--- config.mk ---
export PLATFORM = sky130hd
export DESIGN_NAME = moore_stream_ctrl_flat
export DESIGN_NICKNAME = d
export VERILOG_FILES = /design/src/rtl/moore_stream_if.sv /design/src/rtl/moore_stream_ctrl.sv /design/src/flat_wrapper.sv
export SDC_FILE = /design/constraint.sdc
export NUM_CORES = 1
export LEC_CHECK = 0
export CAP_MARGIN = 5
export CORE_ASPECT_RATIO = 1.1
export CORE_MARGIN = 2
export CORE_UTILIZATION = 55
export CTS_CLUSTER_SIZE = 30
export DETAILED_ROUTE_END_ITERATION = 16
export DONT_BUFFER_PORTS = 1
export PLACE_DENSITY = 0.7
export SLEW_MARGIN = 30
export SYNTH_ARGS = -nofsm -noshare
export SYNTH_HDL_FRONTEND = slang
export SYNTH_SLANG_ARGS = --single-unit
--- constraint.sdc ---
create_clock -name clock -period 4.4 [get_ports clock]
set_input_delay 0.66 -clock clock [delete_from_list [all_inputs] [get_ports clock]]
set_output_delay 0.66 -clock clock [all_outputs]
set_load 0.02 [all_outputs]
--- src/rtl/moore_stream_if.sv ---
// Producer-side handshake bundle for moore_stream_ctrl.
//   start        producer -> ctrl  request, accepted only while the controller is idle
//   data_in      producer -> ctrl  parallel word captured on the accepted start cycle
//   busy         ctrl -> producer  high from the cycle after accept until DONE exits
//   done         ctrl -> producer  one-cycle pulse, match_count valid
//   match_count  ctrl -> producer  number of post-bit detector samples with det_y=1
// Modports: master = producer, slave = controller.
interface moore_stream_if #(
  parameter int WIDTH = 8,
  parameter int CW    = $clog2(WIDTH + 1)
);
  logic             start;
  logic [WIDTH-1:0] data_in;
  logic             busy;
  logic             done;
  logic [CW-1:0]    match_count;

  modport master (
    output start, data_in,
    input  busy, done, match_count
  );

  modport slave (
    input  start, data_in,
    output busy, done, match_count
  );
endinterface

--- src/rtl/moore_stream_ctrl.sv ---
// moore_stream_ctrl: sequencer for a single-bit Moore sequence detector.
// Captures a parallel word on start, pulses a detector clear, shifts the word
// into the detector one bit per clock, counts how many bit-steps left the
// detector output high, then pulses done.
//
// Ports:
//   clock    in   single clock, all state updates on posedge
//   reset    in   synchronous active-high reset
//   bus      slave modport of moore_stream_if (start, data_in, busy, done, match_count)
//   det_y    in   Moore output of the controlled detector
//   det_in   out  serial bit to the detector input (0 outside SHIFT)
//   det_clr  out  one-cycle synchronous clear to the detector (CLEAR only)
//
// Build option: define STREAM_CTRL_LSB_FIRST_EN to send bit 0 first; the
// default build sends the MSB first. Timing and counts are identical.
//
// Timing (start accepted in cycle T): CLEAR at T+1, SHIFT T+2..T+WIDTH+1,
// DRAIN T+WIDTH+2, DONE T+WIDTH+3, IDLE again at T+WIDTH+4.
module moore_stream_ctrl #(
  parameter int WIDTH = 8,
  parameter int CW    = $clog2(WIDTH + 1)
) (
  input  logic                 clock,
  input  logic                 reset,
  moore_stream_if.slave        bus,
  input  logic                 det_y,
  output logic                 det_in,
  output logic                 det_clr
);

  localparam int BW = $clog2(WIDTH);
  localparam logic [BW-1:0] LAST_IDX = BW'(WIDTH - 1);

  typedef enum logic [2:0] {
    IDLE  = 3'd0,
    CLEAR = 3'd1,
    SHIFT = 3'd2,
    DRAIN = 3'd3,
    DONE  = 3'd4
  } state_t;

  state_t           state;
  logic [WIDTH-1:0] shreg;
  logic [BW-1:0]    bit_cnt;

  // Bit order is the only thing the build option changes.
  logic             out_bit;
  logic [WIDTH-1:0] shreg_next;

`ifdef STREAM_CTRL_LSB_FIRST_EN
  assign out_bit    = shreg[0];
  assign shreg_next = shreg >> 1;
`else
  assign out_bit    = shreg[WIDTH-1];
  assign shreg_next = shreg << 1;
`endif

  // det_in is a registered output, so each bit is loaded one cycle ahead:
  // CLEAR loads the first bit and every SHIFT cycle but the last loads the
  // next one. The detector sees the same bit per SHIFT cycle as if det_in
  // were decoded from the current shreg head.
  //
  // det_y sampling: the detector's response to the bit of SHIFT cycle k is
  // visible in SHIFT cycle k+1 (or DRAIN for the last bit), so the first
  // SHIFT cycle (bit_cnt == LAST_IDX) is skipped and DRAIN is included,
  // giving exactly WIDTH samples.

  // NOTE: every register here is assigned with <= so all updates see the
  // values from before the clock edge; a blocking = would let later lines
  // read already-updated state and break the one-cycle-ahead bit loading.
  always_ff @(posedge clock) begin
    if (reset) begin
      state           <= IDLE;
      shreg           <= '0;
      bit_cnt         <= '0;
      bus.match_count <= '0;
      det_in          <= 1'b0;
      det_clr         <= 1'b0;
      bus.busy        <= 1'b0;
      bus.done        <= 1'b0;
    end else begin
      // Pulse outputs default low; only the transition into CLEAR / DONE raises them.
      det_clr  <= 1'b0;
      bus.done <= 1'b0;

      case (state)
        IDLE: begin
          if (bus.start) begin
            shreg           <= bus.data_in;
            bus.match_count <= '0;
            det_clr         <= 1'b1;
            bus.busy        <= 1'b1;
            state           <= CLEAR;
          end
        end

        CLEAR: begin
          bit_cnt <= LAST_IDX;
          det_in  <= out_bit;
          shreg   <= shreg_next;
          state   <= SHIFT;
        end

        SHIFT: begin
          if (bit_cnt != LAST_IDX) begin
            bus.match_count <= bus.match_count + CW'(det_y);
          end
          if (bit_cnt == '0) begin
            det_in <= 1'b0;
            state  <= DRAIN;
          end else begin
            bit_cnt <= bit_cnt - 1'b1;
            det_in  <= out_bit;
            shreg   <= shreg_next;
          end
        end

        DRAIN: begin
          bus.match_count <= bus.match_count + CW'(det_y);
          bus.done        <= 1'b1;
          state           <= DONE;
        end

        DONE: begin
          bus.busy <= 1'b0;
          state    <= IDLE;
        end

        default: begin
          det_in   <= 1'b0;
          bus.busy <= 1'b0;
          state    <= IDLE;
        end
      endcase
    end
  end

endmodule

--- src/flat_wrapper.sv ---
// flat-port wrapper written by rule: the top's interface ports become plain ports
module moore_stream_ctrl_flat 
#(
  parameter int WIDTH = 8,
  parameter int CW    = $clog2(WIDTH + 1)
)
  (clock, reset, det_y, det_in, det_clr, bus_start, bus_data_in, bus_busy, bus_done, bus_match_count);
  moore_stream_if #(.WIDTH(WIDTH), .CW(CW)) bus_i ();
  input  logic clock;
  input  logic reset;
  input  logic det_y;
  output logic det_in;
  output logic det_clr;
  input wire logic [$bits(bus_i.start)-1:0] bus_start;
  input wire logic [$bits(bus_i.data_in)-1:0] bus_data_in;
  output wire logic [$bits(bus_i.busy)-1:0] bus_busy;
  output wire logic [$bits(bus_i.done)-1:0] bus_done;
  output wire logic [$bits(bus_i.match_count)-1:0] bus_match_count;
  assign bus_i.start = bus_start;
  assign bus_i.data_in = bus_data_in;
  assign bus_busy = bus_i.busy;
  assign bus_done = bus_i.done;
  assign bus_match_count = bus_i.match_count;
  moore_stream_ctrl #(.WIDTH(WIDTH), .CW(CW)) u_core (.clock(clock), .reset(reset), .bus(bus_i), .det_y(det_y), .det_in(det_in), .det_clr(det_clr));
endmodule
==> flow_summary.json, run 1 <==
{
  "outcome": "completed",
  "numCtsBuffers": 3,
  "ios": 20,
  "finalHoldViolations": 0,
  "die_height_um": 50.6,
  "track_usage_pct": 19.7,
  "cp_slowest_cell": "dfxtp_1",
  "finClkSkew_ns": 0.00740,
  "rows": 16,
  "finalSetupViolCount": 0,
  "synth-simple-area-share_pct": 21.0,
  "crit_type": "flop to flop",
  "p_leak_nw": 0.445,
  "ant_nets": 0,
  "final_nets": 124,
  "antenna_found_initial": 0,
  "synthesis.nets": 126,
  "grt_setup_unrepaired": "no",
  "start_kind": "flop",
  "synth_edf_count": 0,
  "max_stage_delay_ns": 0.75,
  "period_share_pct": 43.0,
  "cts_root_buffer": "clkbuf_4",
  "htree_levels": 1,
  "avgSynthCellArea_um2": 9.95,
  "die_area_mm2": 0.00234,
  "synth_top_cells_by_area": "dfxtp_1 41%, mux2i_1 6.5%, a211oi_1 6.2%, ha_1 5.8%, nor3_1 4.6%",
  "synthToLayoutAreaGrowth_pct": 2.19,
  "cts.sinks": 22,
  "synth_fa_ha_area_share_pct": 5.77,
  "die_width_um": 46.3,
  "cp-startpoint": "u_core.state[1]",
  "core_mm2": 0.00182,
  "yosysWarnings": 0,
  "dr.first_iter.drc_count": 9,
  "clock_latency_ns": 0.30,
  "yosysTopAreaCell": "dfxtp_1",
  "crit_chain": "nand2b_2, nor3_4, a211oi_1, a311oi_1",
  "initial_core_util_pct": 59.5,
  "peakVddDrop_mv": 0.247,
  "portBuffers": 0,
  "syn_area_mm2": 0.00108,
  "min_period_ns": 1.89,
  "ys_ff_latch": 22,
  "synth_seq_area_share_pct": 40.6,
  "viasPerCell": 5.95,
  "grt_pass1_vias": 785,
  "worst_slew_pin_slew_ns": 0.643,
  "wl_per_cell_um": 14.5,
  "overflow": 0,
  "dp_hpwl_mm": 1.41,
  "drc": 0,
  "post_cts_resized": 0,
  "cts_hold_buffers": 0,
  "reg2reg_depth": 4,
  "crit_path_end_kind": "flop",
  "dr.pass1.iters": 4,
  "drt-total-wl_mm": 1.93,
  "cts.path.max_buffers": 2,
  "worst_ep_required_time_ns": 4.63,
  "cap_violations": 0,
  "max_freq_ghz": 0.529,
  "grt_pass1_wl_mm": 3.42,
  "synthDistinctLibCells": 35,
  "synth_ff_type": "dfxtp_1",
  "nFillCells": 164,
  "yosysTopAreaCellShare_pct": 40.6,
  "setup.worst_path.end": "u_core.bit_cnt[2]",
  "path_buf_inv": 0,
  "yosys.cell_count.top_type": "dfxtp_1",
  "synthXorXnorAreaFrac_pct": 2.54,
  "postCtsSetupRepairBufs": 0,
  "drv_slew": 0,
  "r2r-end": "u_core.bit_cnt[2]",
  "synthTopCellsByCount": "22 x dfxtp_1, 10 x nor3_1, 9 x a211oi_1",
  "final_util_pct": 60.9,
  "synth-compound-area-share_pct": 17.3,
  "worst_path_dominant_cell_family": "flip-flops",
  "drive_gt1_share_pct": 10.4,
  "worstHoldPathType": "primary input to flop",
  "synth_top_family_by_area": "simple AND/OR/NAND/NOR gates",
  "reg2reg_from": "u_core.state[1]",
  "syn-instance-count": 109,
  "grt_max_degree": 18,
  "synth-async-reset-ratio_pct": 0,
  "gp_congestion": 0.731,
  "diodes": 0,
  "vias": 792,
  "cts.reportedPaths.clkPinSlew_ns": 0.12,
  "max_slew_margin_pct": 57.1,
  "worst_ep_arrival_time_ns": 2.12,
  "cts_tree": "yes",
  "muxShareOfSynthArea_pct": 7.50,
  "finalSetupTns_ns": 0,
  "cp_max_fo": 16,
  "r2r_setup_slack_ns": 2.51,
  "p_per_area_mw_per_mm2": 438,
  "worstSetupPathDepth": 4
}
-- kinds of logic after synthesis --
logic type | after synthesis
AND/OR/NAND/NOR | 35
multiplexers | 8
XOR/XNOR | 1
flip-flops | 22
AO/OA/AOI/OAI | 28
buffers and inverters | 10
adder cells (fa/ha/maj) | 5
-- worst reg2reg max path, cell delays in order, from the launching register on --
cell and delay [ns]:
dfxtp_1 0.75, nand2b_2 0.18, nor3_4 0.49, a211oi_1 0.16, a311oi_1 0.24
-- sequential cells by signal, summed over array words and instances, names as in the netlist --
name and flops:
u_core.shreg 8, u_core.bus.match_count 4, u_core.bit_cnt 3, u_core.state 3
u_core.bus.busy 1, u_core.bus.done 1, u_core.det_clr 1, u_core.det_in 1
-- per-layer routing --
metal  GRT usage [%]  vias to the layer above  routed length (um)
met2            34.3                       15                1010
met4            7.14                        0                  23
met3            2.16                        2                  60
met5               0                        -                   0
li1                -                      400                   -
met1            23.8                      375                 829
-- how the worst min path moves through the flow --
stage | startpoint | to | cells after the start
CTS | reset | u_core.bus.match_count[0] | 1
detailed placement | u_core.shreg[0] | u_core.shreg[0] | 2
floorplan | u_core.shreg[0] | u_core.shreg[0] | 2
global route | reset | u_core.bit_cnt[2] | 1
global placement | u_core.shreg[0] | u_core.shreg[0] | 2
finish | reset | u_core.bus.match_count[0] | 1
-- final cells by class --
type	count	area, um2	share of cell area, %
clock buffers	4	36.3	3.27
inverters	3	11.3	1.02
well taps	27	33.8	3.05
flip-flops and latches	22	440	39.7
multi-input cells	77	587	52.9
-- metrics by stage --
step / hold WS, ns / area, um2 / std cells / total power [mW] / worst slack (ns)
final: 0.404 / 1110 / 133 / 0.485 / 2.51
after global placement: 0.470 / 1070 / 129 / 0.377 / 2.60
after floorplan: 0.449 / 1080 / 109 / 0.368 / 2.93
after global routing: 0.389 / 1110 / 133 / 0.520 / 2.28
after CTS: 0.402 / 1110 / 133 / 0.490 / 2.50
after detailed placement: 0.470 / 1070 / 129 / 0.381 / 2.53
-- placed cells by master, fill, tap and decap left out, types with 4 or more instances in the layout --
master,instances
mux2i_1,7
a21oi_1,6
ha_1,5
nor3_1,10
o21ai_0,5
nor2_1,4
a211oi_1,9
dfxtp_1,22
-- report_power, final --
group	switching [mW]	internal, mW
registers	0.0329	0.226
logic	0.0597	0.0571
clock network	0.0598	0.0504
Power figures use the tool's default switching activity.
==> inputs of run 2 (changes only) <==
--- a/config.mk
+++ b/config.mk
@@ -8,11 +8,11 @@
 export CAP_MARGIN = 5
 export CORE_ASPECT_RATIO = 1.1
 export CORE_MARGIN = 2
-export CORE_UTILIZATION = 55
+export CORE_UTILIZATION = 54
 export CTS_CLUSTER_SIZE = 30
 export DETAILED_ROUTE_END_ITERATION = 16
 export DONT_BUFFER_PORTS = 1
-export PLACE_DENSITY = 0.7
+export PLACE_DENSITY = 0.72
 export SLEW_MARGIN = 30
 export SYNTH_ARGS = -nofsm -noshare
 export SYNTH_HDL_FRONTEND = slang
==> constraint.sdc (replaced) <==
create_clock -name clock -period 1.58 [get_ports clock]
set_input_delay 0.237 -clock clock [delete_from_list [all_inputs] [get_ports clock]]
set_output_delay 0.237 -clock clock [all_outputs]
set_load 0.02 [all_outputs]
==> flow_summary.json, run 2 (synthesis gave the netlist of run 1 again) <==
{
  "final_cells": 146,
  "worst_ep_required_time_ns": 1.82,
  "finClkSkew_ns": 0.00873,
  "worstHoldPathType": "primary input to flop",
  "start_kind": "flop",
  "crit_path_end_kind": "flop",
  "dr.first_iter.drc_count": 15,
  "drv_slew": 0,
  "worst_ep_arrival_time_ns": 1.73,
  "p_switching_mw": 0.462,
  "ios": 20,
  "drc": 0,
  "p_int_mw": 1.11,
  "placed_cells": 139,
  "final_common_cell": "dfxtp_1",
  "grt_max_degree": 15,
  "switching_share_pct": 29.4,
  "largest_reg_flops": 8,
  "path_buf_inv": 1,
  "comb_power_share_pct": 27.8,
  "reg2reg_from": "u_core.bit_cnt[0]",
  "wl_per_cell_um": 14.2,
  "die_height_um": 51.0,
  "viasPerCell": 5.95,
  "grt_pass1_vias": 864,
  "max_stage_delay_ns": 0.34,
  "die_width_um": 46.7,
  "dp_hpwl_mm": 1.51,
  "portBuffers": 0,
  "outcome": "completed",
  "htree_levels": 1,
  "cts_tree": "yes",
  "top_register": "u_core.shreg",
  "clock_latency_ns": 0.31,
  "peakVddDrop_mv": 0.713,
  "min_period_ns": 1.49,
  "top_layer_used": "met4",
  "overflow": 0,
  "grt_pass1_wl_mm": 3.46,
  "final_nets": 136,
  "die_area_mm2": 0.00238,
  "dr.pass1.iters": 4,
  "layout_common_cells": "19 x dfxtp_1, 10 x nor3_1, 9 x a211oi_1, 9 x buf_4, 7 x mux2i_1",
  "cts.sinks": 22,
  "met1_length_um": 859,
  "vias": 869,
  "finalHoldViolations": 0,
  "route.met3.wl_um": 117,
  "max_slew_margin_pct": 64.0,
  "numCtsBuffers": 3,
  "nFillCells": 168,
  "r2r_setup_slack_ns": 0.09,
  "period_share_pct": 94.6,
  "diodes": 0,
  "p_clk_share_pct": 27.5,
  "max_freq_ghz": 0.669,
  "ant_nets": 0,
  "min_to": "u_core.shreg[0]",
  "worst_path_dominant_cell_family": "simple AND/OR/NAND/NOR gates",
  "synthToLayoutAreaGrowth_pct": 14.4,
  "worstHoldPathCells": 2,
  "cts.reportedPaths.clkPinSlew_ns": 0.13,
  "cap_violations": 0,
  "p_leak_nw": 0.521,
  "core_mm2": 0.00196,
  "pwr-share-seq_pct": 44.7,
  "r2r-end": "u_core.bus.match_count[3]",
  "cp_max_fo": 3,
  "track_usage_pct": 19.7,
  "hp-start": "bus_data_in[0]",
  "met2WireLength_mm": 1.09,
  "layout_setup_ws_ns": 0.0852,
  "cts.path.max_buffers": 2,
  "crit_chain": "buf_4, ha_2, nand3b_1, and3b_2, or3b_1, a21oi_1",
  "cp_slowest_cell": "dfxtp_2",
  "drive_gt1_share_pct": 23.7,
  "drt-total-wl_mm": 2.08,
  "antenna_found_initial": 0,
  "reg2reg_depth": 6,
  "post-place-ws_ns": 0.0124,
  "initial_core_util_pct": 55.4,
  "finalPower_mw": 1.57,
  "cts_root_buffer": "clkbuf_4",
  "finalSetupViolCount": 0,
  "top_regs": "u_core.shreg: 8 flops, u_core.bus.match_count: 4 flops",
  "finalSetupTns_ns": 0,
  "gp_congestion": 0.758,
  "rows": 17,
  "worst_slew_pin_slew_ns": 0.539,
  "crit_type": "flop to flop",
  "p_per_area_mw_per_mm2": 1260
}
run 2: cell type report:
class                           instances  area, um2  share of cell area [%]
Clock inverter                          1       30.0                    2.42
Clock buffer                            3       22.5                    1.81
Multi-Input combinational cell         77        598                    48.2
Inverter                                3       11.3                   0.907
Tap cell                               28       35.0                    2.82
Timing Repair Buffer                   12        100                    8.06
Sequential cell                        22        444                    35.8
run 2: power groups by stage:
stage / combinational [mW] / sequential [mW] / clock, mW
floorplan: 0.335 / 0.689 / 0
global placement: 0.389 / 0.707 / 0
finish: 0.436 / 0.702 / 0.431
CTS: 0.423 / 0.697 / 0.438
global route: 0.486 / 0.714 / 0.457
detailed placement: 0.402 / 0.709 / 0
run 2: how the worst max path moves through the flow:
stage	startpoint	end	cells past startpoint
CTS	u_core.bit_cnt[1]	u_core.shreg[3]	7
finish	u_core.bit_cnt[0]	u_core.bus.match_count[3]	6
global route	u_core.bit_cnt[1]	u_core.bit_cnt[2]	7
floorplan	u_core.bit_cnt[0]	u_core.shreg[1]	6
detailed placement	u_core.bit_cnt[1]	u_core.shreg[4]	7
global placement	u_core.bit_cnt[1]	u_core.shreg[2]	7
run 2: stage by stage:
stage,cell area (um2),util [%],hold WS (ns)
2_1_floorplan,1080,-,0.402
3_3_place_gp,1140,58.3,0.309
3_5_place_dp,1140,58.3,0.312
4_1_cts,1220,62.4,0.0900
5_1_grt,1240,63.4,0.0952
6_report,1240,63.4,0.0953
run 2: worst register-to-register path, stage by stage, from the launching register on:
cell,delay (ns)
dfxtp_2,0.34
buf_4,0.13
ha_2,0.17
nand3b_1,0.10
and3b_2,0.21
or3b_1,0.34
a21oi_1,0.14
run 2: repair_timing:
item / 4_1_cts / 5_1_grt
resized for setup: 1 / 8
hold endpoints to repair: 14 / 0
setup endpoints to repair: 2 / 11
hold buffers: 1 / 0
pin swaps: 2 / 5
buffers inserted: 2 / 0
gates cloned: 0 / 0
run 2: per-layer routing:
layer  track usage, %  vias to the layer above
li1                 -                      421
met1             22.0                      423
met2             34.7                       23
met3             4.59                        2
met4             7.87                        0
met5                0                        -
==> inputs of run 3 (changes only) <==
--- a/config.mk
+++ b/config.mk
@@ -6,7 +6,6 @@
 export NUM_CORES = 1
 export LEC_CHECK = 0
 export CAP_MARGIN = 5
-export CORE_ASPECT_RATIO = 1.1
 export CORE_MARGIN = 2
 export CORE_UTILIZATION = 54
 export CTS_CLUSTER_SIZE = 30
==> flow_summary.json, run 3 (synthesis gave the netlist of run 1 again) <==
{
  "outcome": "completed",
  "drv_slew": 0,
  "finalHoldWorstSlack_ns": 0.0798,
  "period_share_pct": 93.1,
  "max_slew_margin_pct": 63.2,
  "dp_hpwl_mm": 1.51,
  "worstSetupPathDepth": 7,
  "top_regs": "u_core.shreg: 8 flops, u_core.bus.match_count: 4 flops",
  "wl_per_cell_um": 14.7,
  "grt_max_degree": 15,
  "peakVddDrop_mv": 0.842,
  "cts.reportedPaths.clkPinSlew_ns": 0.13,
  "min_period_ns": 1.47,
  "rows": 16,
  "cp_max_fo": 5,
  "reg2reg_depth": 7,
  "ant_nets": 0,
  "max_stage_delay_ns": 0.36,
  "largest_reg_flops": 8,
  "portBuffers": 0,
  "cts.path.max_buffers": 2,
  "antenna_found_initial": 0,
  "clock_latency_ns": 0.31,
  "ios": 20,
  "drc": 0,
  "finalSetupViolCount": 0,
  "finalHoldViolations": 0,
  "finClkSkew_ns": 0.00253,
  "worst_slew_pin_slew_ns": 0.550,
  "placement.cell_area_mm2": 0.00114,
  "nFillCells": 182,
  "final_cells": 145,
  "worst_path_dominant_cell_family": "simple AND/OR/NAND/NOR gates",
  "dr.pass1.iters": 4,
  "die_width_um": 48.8,
  "gp_congestion": 0.778,
  "numCtsBuffers": 3,
  "cp_slowest_cell": "dfxtp_2",
  "top_register": "u_core.shreg",
  "start_kind": "flop",
  "synthToLayoutAreaGrowth_pct": 12.7,
  "diodes": 0,
  "p_per_area_mw_per_mm2": 1190,
  "drt-total-wl_mm": 2.13,
  "initial_core_util_pct": 56.4,
  "track_usage_pct": 19.6,
  "final_util_pct": 63.6,
  "max_freq_ghz": 0.680,
  "core_mm2": 0.00192,
  "die_height_um": 48.8,
  "cts_tree": "yes",
  "finalSetupTns_ns": 0,
  "worstHoldPathType": "primary input to flop",
  "layout_common_cells": "18 x dfxtp_1, 10 x nor3_1, 9 x a211oi_1, 9 x buf_4, 7 x mux2i_1",
  "fin_area_mm2": 0.00122,
  "viasPerCell": 5.95,
  "htree_levels": 1,
  "cts_root_buffer": "clkbuf_4",
  "placed_cells": 138,
  "final_nets": 136,
  "cts.sinks": 22,
  "vias": 863,
  "drive_gt1_share_pct": 23.7,
  "path_buf_inv": 2,
  "crit_chain": "inv_1, ha_1, nor2b_4, nor3_4, buf_6, nor3_1, a211oi_1",
  "die_area_mm2": 0.00238,
  "worstHoldPathCells": 2,
  "cap_violations": 0,
  "crit_path_end_kind": "flop",
  "layout_setup_ws_ns": 0.110,
  "p_leak_nw": 0.515,
  "worst_ep_arrival_time_ns": 1.70,
  "grt_pass1_wl_mm": 3.66,
  "overflow": 0,
  "final_common_cell": "dfxtp_1",
  "crit_type": "flop to flop",
  "worst_ep_required_time_ns": 1.81,
  "dr.first_iter.drc_count": 9,
  "post-place-ws_ns": 0.00698,
  "finalPower_mw": 1.46,
  "grt_pass1_vias": 776
}
## run 3: cell types whose count changed in the layout (fill, tap and decap cells not counted), sizes merged
cell | before | now
clkbuf | 3 | 4
bufinv | 1 | 0
## run 3: per-layer routing
metal  wire length [um]  share of wire (%)  vias to the layer above  track usage [%]
li1                   -                  -                      423                -
met1               1000                 47                      421             25.9
met2               1010                 47                       17             32.0
met3                101                4.7                        2             4.60
met4                 16               0.75                        0             5.71
met5                  0                  0                        -                0
## run 3: layout make-up
| class | instances | area, um2 | area share [%] |
|---|---|---|---|
| clock buffer | 4 | 36.3 | 2.97 |
| inverter | 3 | 11.3 | 0.921 |
| timing repair buffer | 12 | 100 | 8.19 |
| sequential | 22 | 445 | 36.4 |
| tap | 27 | 33.8 | 2.76 |
| multi-input combinational | 77 | 596 | 48.7 |
## run 3: what timing repair did
action                                  in CTS  in global routing
endpoints found under the setup margin       2                 10
resized for setup                            3                  6
hold endpoints to repair                    14                  0
buffers inserted                             1                  1
pin swaps                                    2                  6
hold buffers                                 1                  0
## run 3: worst paths after layout
check	startpoint	end	slack (ns)
worst max-delay path	u_core.bit_cnt[0]	u_core.bit_cnt[0]	0.11
worst min-delay path	bus_data_in[0]	u_core.shreg[0]	0.08
worst max register to register	u_core.bit_cnt[0]	u_core.bit_cnt[0]	0.11
worst min register to register	u_core.state[0]	u_core.state[0]	0.50
## run 3: power breakdown
group	internal (mW)	switching (mW)	total (mW)	leakage, nW
Combinational	0.223	0.212	0.434	0.312
Sequential	0.632	0.0736	0.706	0.182
Clock	0.141	0.177	0.318	0.0210
